===== src/rtl/cpu_seq_pkg.sv =====
// -----------------------------------------------------------------------------
// cpu_seq_pkg
// Shared definitions for the CPU cycle sequencer: opcode constants, control
// word bit indices, control words, and the sequencer state encoding.
// Optional feature macro: CPU_SEQ_ILLEGAL_TRAP_EN (adds the HALT state).
// -----------------------------------------------------------------------------
package cpu_seq_pkg;

    // Recognised opcodes
    localparam logic [7:0] OP_NOP     = 8'hEA;
    localparam logic [7:0] OP_LDA_IMM = 8'hA9;
    localparam logic [7:0] OP_JMP_ABS = 8'h4C;
    localparam logic [7:0] OP_LDA_ABS = 8'hAD;

    // Control word bit indices (bits 6-7 reserved, always 0)
    localparam int CB_PC_INC   = 0;
    localparam int CB_ADL_LD   = 1;
    localparam int CB_ADH_LD   = 2;
    localparam int CB_A_LD     = 3;
    localparam int CB_ADDR_ABS = 4;
    localparam int CB_PC_LD    = 5;

    // Control word driven during the opcode fetch cycle
    localparam logic [7:0] FETCH_WORD = 8'h01 << CB_PC_INC;
    localparam logic [7:0] IDLE_WORD  = 8'h00;

    // Per-opcode execute words
    localparam logic [7:0] CW_LDA_IMM_C1 = 8'h09;  // PC_INC | A_LD
    localparam logic [7:0] CW_JMP_C1     = 8'h03;  // PC_INC | ADL_LD
    localparam logic [7:0] CW_JMP_C2     = 8'h24;  // ADH_LD | PC_LD
    localparam logic [7:0] CW_LDA_ABS_C1 = 8'h03;  // PC_INC | ADL_LD
    localparam logic [7:0] CW_LDA_ABS_C2 = 8'h05;  // PC_INC | ADH_LD
    localparam logic [7:0] CW_LDA_ABS_C3 = 8'h18;  // A_LD | ADDR_ABS

    typedef enum logic [1:0] {
        ST_FETCH = 2'd0,
        ST_EXEC  = 2'd1
`ifdef CPU_SEQ_ILLEGAL_TRAP_EN
        ,
        ST_HALT  = 2'd2
`endif
    } seq_state_t;

endpackage


===== src/rtl/cpu_seq_rom.sv =====
// -----------------------------------------------------------------------------
// cpu_seq_rom
// Combinational microcode table. For an (opcode, cycle) pair returns the
// control word of that cycle, whether that cycle is the opcode's last, and
// whether the opcode is recognised. Unrecognised opcodes decode as NOP.
// Ports:
//   i_ir     [7:0]       opcode
//   i_cycle  [CYC_W-1:0] cycle index being looked up (1..)
//   o_ctrl   [7:0]       control word for that cycle
//   o_last               1 when i_cycle is the last cycle of i_ir
//   o_known              1 when i_ir is a recognised opcode
// -----------------------------------------------------------------------------
module cpu_seq_rom
    import cpu_seq_pkg::*;
#(
    parameter int CYC_W = 3
) (
    input  logic [7:0]       i_ir,
    input  logic [CYC_W-1:0] i_cycle,
    output logic [7:0]       o_ctrl,
    output logic             o_last,
    output logic             o_known
);

    // NOTE: every output gets a default before the case so no path leaves it
    // unassigned; otherwise synthesis would infer a latch.
    always_comb begin
        o_ctrl  = IDLE_WORD;
        o_last  = 1'b1;
        o_known = 1'b1;
        case (i_ir)
            OP_NOP: ;
            OP_LDA_IMM: begin
                if (int'(i_cycle) == 1) o_ctrl = CW_LDA_IMM_C1;
            end
            OP_JMP_ABS: begin
                case (int'(i_cycle))
                    1: begin o_ctrl = CW_JMP_C1; o_last = 1'b0; end
                    2: o_ctrl = CW_JMP_C2;
                    default: ;
                endcase
            end
            OP_LDA_ABS: begin
                case (int'(i_cycle))
                    1: begin o_ctrl = CW_LDA_ABS_C1; o_last = 1'b0; end
                    2: begin o_ctrl = CW_LDA_ABS_C2; o_last = 1'b0; end
                    3: o_ctrl = CW_LDA_ABS_C3;
                    default: ;
                endcase
            end
            default: o_known = 1'b0;
        endcase
    end

endmodule


===== src/rtl/cpu_cycle_sequencer.sv =====
// -----------------------------------------------------------------------------
// cpu_cycle_sequencer
// T-state sequencer: latches the opcode in cycle 0, then steps through the
// execute cycles emitting a registered control word per cycle. State only
// advances on sys_clock edges with clk_ph2=1 and rdy=1.
// Optional feature macro: CPU_SEQ_ILLEGAL_TRAP_EN -- unknown opcodes raise
// illegal and park the sequencer in HALT until reset. Without it, unknown
// opcodes run as NOP and illegal is tied low.
// Ports:
//   sys_clock           system clock (rising edge)
//   rst                 synchronous active-low reset
//   clk_ph2             phase-2 enable
//   rdy                 ready, 0 stalls
//   ir_in   [7:0]       opcode from data bus (sampled in cycle 0)
//   cycle   [CYC_W-1:0] current T-state
//   ir      [7:0]       instruction register
//   ctrl    [CTRL_W-1:0] control word for current cycle (bits >7 are 0)
//   sync                1 during opcode fetch (cycle 0)
//   illegal             unrecognised opcode trapped
// -----------------------------------------------------------------------------
module cpu_cycle_sequencer
    import cpu_seq_pkg::*;
#(
    parameter  int CTRL_W  = 16,   // must be >= 8
    parameter  int MAX_CYC = 7,
    localparam int CYC_W   = $clog2(MAX_CYC + 1)
) (
    input  logic              sys_clock,
    input  logic              rst,
    input  logic              clk_ph2,
    input  logic              rdy,
    input  logic [7:0]        ir_in,
    output logic [CYC_W-1:0]  cycle,
    output logic [7:0]        ir,
    output logic [CTRL_W-1:0] ctrl,
    output logic              sync,
    output logic              illegal
);

    seq_state_t       r_state;
    logic [CYC_W-1:0] r_cycle;
    logic [7:0]       r_ir;
    logic [7:0]       r_ctrl;
    logic             r_sync;
    logic             r_last;   // the cycle now in progress is the last one

    logic [7:0]       w_rom_ir;
    logic [CYC_W-1:0] w_nxt_cyc;
    logic [7:0]       w_rom_ctrl;
    logic             w_rom_last;
    logic             w_known;
    logic             w_nxt_last;

    // The table is always looked up one cycle ahead: during fetch the opcode
    // still sits on the bus, afterwards it comes from the instruction register.
    assign w_rom_ir   = (r_state == ST_FETCH) ? ir_in : r_ir;
    assign w_nxt_cyc  = r_cycle + CYC_W'(1);
    // Reaching MAX_CYC ends the instruction even if the table says otherwise.
    assign w_nxt_last = w_rom_last | (int'(w_nxt_cyc) == MAX_CYC);

    cpu_seq_rom #(.CYC_W(CYC_W)) u_rom (
        .i_ir    (w_rom_ir),
        .i_cycle (w_nxt_cyc),
        .o_ctrl  (w_rom_ctrl),
        .o_last  (w_rom_last),
        .o_known (w_known)
    );

`ifdef CPU_SEQ_ILLEGAL_TRAP_EN
    logic r_illegal;
    assign illegal = r_illegal;
`else
    logic w_unused_known;
    assign w_unused_known = w_known;
    assign illegal        = 1'b0;
`endif

    // NOTE: state registers use non-blocking assignments so every register
    // samples pre-edge values regardless of statement order.
    always_ff @(posedge sys_clock) begin
        if (!rst) begin
            r_state <= ST_FETCH;
            r_cycle <= '0;
            r_ir    <= OP_NOP;
            r_ctrl  <= IDLE_WORD;   // fetch word appears only after first update
            r_sync  <= 1'b1;
            r_last  <= 1'b0;
`ifdef CPU_SEQ_ILLEGAL_TRAP_EN
            r_illegal <= 1'b0;
`endif
        end else if (clk_ph2 && rdy) begin
            case (r_state)
                ST_FETCH: begin
                    r_ir    <= ir_in;
                    r_cycle <= CYC_W'(1);
                    r_sync  <= 1'b0;
`ifdef CPU_SEQ_ILLEGAL_TRAP_EN
                    if (!w_known) begin
                        r_state   <= ST_HALT;
                        r_ctrl    <= IDLE_WORD;
                        r_last    <= 1'b0;
                        r_illegal <= 1'b1;
                    end else
`endif
                    begin
                        r_state <= ST_EXEC;
                        r_ctrl  <= w_rom_ctrl;
                        r_last  <= w_nxt_last;
                    end
                end
                ST_EXEC: begin
                    if (r_last) begin
                        r_state <= ST_FETCH;
                        r_cycle <= '0;
                        r_ctrl  <= FETCH_WORD;
                        r_sync  <= 1'b1;
                        r_last  <= 1'b0;
                    end else begin
                        r_cycle <= w_nxt_cyc;
                        r_ctrl  <= w_rom_ctrl;
                        r_last  <= w_nxt_last;
                    end
                end
`ifdef CPU_SEQ_ILLEGAL_TRAP_EN
                ST_HALT: ;  // parked until reset
`endif
                default: begin
                    r_state <= ST_FETCH;
                    r_cycle <= '0;
                    r_ctrl  <= FETCH_WORD;
                    r_sync  <= 1'b1;
                    r_last  <= 1'b0;
                end
            endcase
        end
    end

    assign cycle = r_cycle;
    assign ir    = r_ir;
    assign ctrl  = CTRL_W'(r_ctrl);
    assign sync  = r_sync;

endmodule


===== config.mk =====
export PLATFORM = sky130hd
export DESIGN_NAME = cpu_cycle_sequencer
export DESIGN_NICKNAME = d
export VERILOG_FILES = /design/src/rtl/cpu_seq_pkg.sv /design/src/rtl/cpu_seq_rom.sv /design/src/rtl/cpu_cycle_sequencer.sv
export SDC_FILE = /design/constraint.sdc
export NUM_CORES = 1
export LEC_CHECK = 0
export CAP_MARGIN = 10
export CORE_ASPECT_RATIO = 1.25
export CORE_MARGIN = 1
export CORE_UTILIZATION = 49
export CTS_CLUSTER_DIAMETER = 50
export DETAILED_ROUTE_END_ITERATION = 7
export PLACE_DENSITY_LB_ADDON = 0.25
export SETUP_SLACK_MARGIN = 0.02
export SKIP_CTS_REPAIR_TIMING = 1
export SLEW_MARGIN = 20
export SYNTH_ARGS = -nofsm -noshare
export SYNTH_HDL_FRONTEND = slang
export SYNTH_HIERARCHICAL = 1
export SYNTH_SLANG_ARGS = --single-unit

===== constraint.sdc =====
create_clock -name sys_clock -period 4.65 [get_ports sys_clock]
set_input_delay 0.6975 -clock sys_clock [delete_from_list [all_inputs] [get_ports sys_clock]]
set_output_delay 0.6975 -clock sys_clock [all_outputs]
set_load 0.03 [all_outputs]

* After elaboration in Yosys (flattened, before gate mapping)
Index checks and enable logic that the tools add are counted.
Word-level totals: bits in registers 23, output and inout port bits 29, word-level logic and storage cells 40
Cells by class: $add $sub $neg 1, equal/unequal tests 10, multiplexer cells 18, bitwise gates (word level) 1, reductions and logical operators 4
Operators with widths (number):
- case mux 8 bit (3 select lines) | 1
- == test 8 bit (second input constant) | 2
- two-way mux 8 bit | 2
- case mux 8 bit (2 select lines) | 1
- case mux 5 bit (3 select lines) | 1
- case mux 6 bit (2 select lines) | 1
- == test 3 x 2 -> 1 bit (second input constant) | 3
- == test 8 x 7 -> 1 bit (second input constant) | 1
- == test 3 x 1 -> 1 bit (second input constant) | 2
- case mux 1 bit (2 select lines) | 3
- case mux 3 bit (2 select lines) | 1
- two-way mux 1 bit | 4
- two-way mux 4 bit | 1
- case mux 2 bit (2 select lines) | 1
- adder 3 x 1 -> 3 bit (second input constant) | 1
- two-way mux 3 bit | 1
- == test 2 x 1 -> 1 bit (second input constant) | 1
- logical NOT 2 bit | 1
- two-way mux 2 bit | 1
- != test 2 bit (second input constant) | 1
- AND reduction 2 bit | 1
- OR reduction 2 bit | 1
- logical AND 1 bit | 1
- OR 1 bit | 1

* Logic depth before layout (Yosys ltp)
depth in word-level cells 8, mapped depth 8, depth with buffers taken out 8

* Modules after synthesis
Netlist, hierarchy kept.
Modules (own cells, without submodules):
- cpu_cycle_sequencer | times used 1, cells an instance 124, area an instance 1043.5 µm², seq. area each 440.4 µm²
- cpu_seq_rom | times used 1, cells an instance 35, area an instance 244.0 µm², seq. area each 0.0 µm²

* Worst setup path before layout
Ideal clock, no wire load.
kind input -> register, from input ir_in[0], to register r_ctrl[0], library setup time 0.060 ns, arrival 1.863 ns, path slack 2.726 ns, stages 5, cells stage by stage mux2_2 nor4b_4 a22oi_2 o32ai_2 o221a_1
On the way: word-level cells in the longest chain between the ends 5, elaborated cells on any way between the ends 7
Ends and longest elaborated chain:
- from (decl) | RTL line cpu_cycle_sequencer.sv:32 | input logic [7:0] ir_in,
- two-way mux 8 bit *
- == test 8 bit or == test 8 x 7 -> 1 bit (tied branches) | RTL line cpu_seq_rom.sv:31 | case (i_ir)
- case mux 8 bit (3 select lines) * | RTL line cpu_seq_rom.sv:31
- via w_rom_ctrl[0] | RTL line cpu_cycle_sequencer.sv:49 | logic [7:0] w_rom_ctrl;
- two-way mux 8 bit | RTL line cpu_cycle_sequencer.sv:112 | if (r_last) begin
- case mux 8 bit (2 select lines) * | RTL line cpu_cycle_sequencer.sv:92 | case (r_state)
- to (signal assigned) | RTL line cpu_cycle_sequencer.sv:107 | r_ctrl <= w_rom_ctrl;
- to (signal assigned) | RTL line cpu_cycle_sequencer.sv:120 | r_ctrl <= w_rom_ctrl;
- to (decl) | RTL line cpu_cycle_sequencer.sv:43 | logic [7:0] r_ctrl;
Mark *: on every way through the listed nets, which the timed path passes. The rest lies on a longest branch. A chain may end at the register's enable or synchronous reset.

* Worst setup path in the final report
from input ir_in[0], to register r_ctrl[1]
On the way: word-level cells in the longest chain between the ends 5, elaborated cells on any way between the ends 7
Ends and longest elaborated chain:
- two-way mux 8 bit *
- via w_rom_ir[0] | RTL line cpu_cycle_sequencer.sv:47 | logic [7:0] w_rom_ir;
- == test 8 bit or == test 8 x 7 -> 1 bit (tied branches) | RTL line cpu_seq_rom.sv:31
- case mux 8 bit (3 select lines) * | RTL line cpu_seq_rom.sv:31
- via w_rom_ctrl[1] | RTL line cpu_cycle_sequencer.sv:49
- two-way mux 8 bit | RTL line cpu_cycle_sequencer.sv:112
- case mux 8 bit (2 select lines) * | RTL line cpu_cycle_sequencer.sv:92
Marks and branches as above.

==> results.cfg <==
[status]
run_status = finished with violations
failed_checks = design-rule violations

[final_layout]
layout-drive-gt1-share_pct = 9.50
diodes = 0
final-instance-count-excl-fill = 212
area_growth_pct = 22.8
final_nets = 195

[timing]
fin_worst_skew_ps = 4.60
final.setup.worst_slack_ps = 2510
hold_ws_ps = 458
final_max_slew_viol_count = 0
period_share_pct = 46.1
maxClockFrequency_mhz = 466
rsz_0062_raised_after_global_routing = no
min_period_ps = 2140
final_count_of_negative_setup_slack_endpoints = 0
setup_total_negative_slack_ps = 0
hold_viol_final = 0

[worst_setup_path]
start_kind = primary input
critPathKind = in2reg
crit_chain = clkdlybuf4s50_1 -> mux2_2 -> nor4b_4 -> o21ai_1 -> nor3_1 -> nand3_1 -> a21oi_1
cp_slowest_cell = clkdlybuf4s50_1
worst-endpoint-arrival_ps = 2370
path_delay_family = simple AND/OR/NAND/NOR gates
slowest_delay_ps = 420
crit_fanout = 4
cp_data_required_time_ps = 4880
end_kind = register
critPathBufInv = 1

[power_and_ir_drop]
leakagePower_nw = 0.581
switchingPower_w = 0.000122
p_seq_share_pct = 52.9
power_frac_comb_pct = 25.8
p_int_w = 0.000267
vdd_ir_drop_max_v = 0.000159
power_density_nw_per_um2 = 254
sw_share_pct = 31.4
p_clk_share_pct = 21.3

[detailed_routing]
drt_iter0_drc = 39
ant_nets = 0
firstDrtPassIters = 6
drt-total-wl_mm = 2.75
remaining_drc_errors = 1
avgViaCountPerCell = 5.31
routed-via-count = 1126
post_drt_wl_per_cell_um = 13.0

[cts]
cts_max_path_buffers = 2
clk-insertion-delay-late_ps = 300
numClockSinks = 22
clk_pin_slew_worst_paths_ps = 110
htree_num_levels = 1
cts_tree = done
clk_root_buffer_cell = clkbuf_4
tritoncts.num_buffers = 3

[floorplan]
rows = 20
core_um2 = 2430
vert_die_dim_um = 58.3
start_util_pct = 51.2
ios = 41
die_area_um2 = 2740
die_width_um = 47.1

[yosys]
syn_inst = 153
ys_warn_count = 6
mappedNetlistArea_um2 = 1240
synth_area_per_cell_um2 = 8.13

[place]
place_hpwl_mm = 2.09
dp_worst_setup_slack_ps = 2230
placedCellCount = 209
place_congestion = 0.862
port_buffers = 31

[global_routing]
grt_pass1_vias = 1064
grtUsageTotal_pct = 22.1
grt-ovfl-total = 0
antenna_violations_before_repair = 0
grt_start_max_net_pins = 16
global_route_wire_length_before_repair_mm = 4.49

[worst_hold_path]
worst_hold_path_type = reg2reg

[run]
max_cap_viol_count = 0
==> routing by layer <==
metal  vias to the layer above  global-route usage [%]  wire length, µm
met3                         4                    3.37              142
met5                         -                       0                0
met1                       526                    26.7             1120
met4                         0                    9.39               22
li1                        561                       -                -
met2                        35                    37.5             1470
==> cells in the final DEF, fill, tap and decap left out, types with 2 or more instances in the layout <==
| cell type | count |
|---|---|
| nor3_1 | 3 |
| nor2b_1 | 3 |
| conb_1 | 11 |
| nand2_1 | 33 |
| mux2_2 | 8 |
| inv_1 | 4 |
| clkdlybuf4s50_1 | 31 |
| nand3_1 | 15 |
| clkbuf_4 | 3 |
| or3_1 | 2 |
| ha_1 | 2 |
| nand4b_1 | 2 |
| dfxtp_1 | 22 |
| o21ai_1 | 2 |
| xor2_1 | 2 |
| nor2_1 | 4 |
| a21oi_1 | 16 |
==> through the flow <==
stage | util [%] | power [W] | area [µm²]
finish | 62.9 | 0.000389 | 1530
global route | 62.9 | 0.000412 | 1530
CTS | 62.9 | 0.000393 | 1530
detailed placement | 62.0 | 0.000310 | 1510
global placement | 62.0 | 0.000306 | 1510
floorplan | - | 0.000284 | 1280
==> cell type report <==
class	count	area, µm²
clock buffers	3	22.5
repair buffers	31	310
inverters	4	15.0
fillers	230	900
multi-input cells	119	698
flip-flops and latches	22	440
well taps	33	41.3
==> final timing paths <==
path	slack, ps	start	to	depth (start not counted)
max reg2reg	2550	r_state[0]	r_ctrl[1]	6
max	2510	ir_in[0]	r_ctrl[1]	7
min reg2reg	460	r_ctrl[5]	r_ctrl[5]	2
min	460	r_ctrl[5]	r_ctrl[5]	2
==> worst min-delay path: cells and delay by family (launching register included) <==
family / cells / cell delay [ps]
DFF: 1 / 320
AOI/OAI and AO/OA: 1 / 50
and+or+nand+nor: 1 / 50
==> registers in the layout (all words and copies together), names as in the netlist <==
| register | flops |
|---|---|
| r_last | 1 |
| r_ctrl | 8 |
| cycle | 3 |
| sync | 1 |
| r_state | 1 |
| ir | 8 |
==> power by group through the flow <==
| stage | clock [W] | combinational (W) | sequential (W) |
|---|---|---|---|
| after global routing | 0.0000961 | 0.000109 | 0.000207 |
| after global placement | 0 | 0.0000968 | 0.000209 |
| final | 0.0000826 | 0.000100 | 0.000206 |
| after detailed placement | 0 | 0.0000996 | 0.000210 |
| after CTS | 0.0000871 | 0.000100 | 0.000206 |
| after floorplan | 0 | 0.0000631 | 0.000221 |
No activity file was read; power rests on OpenSTA's default activity.
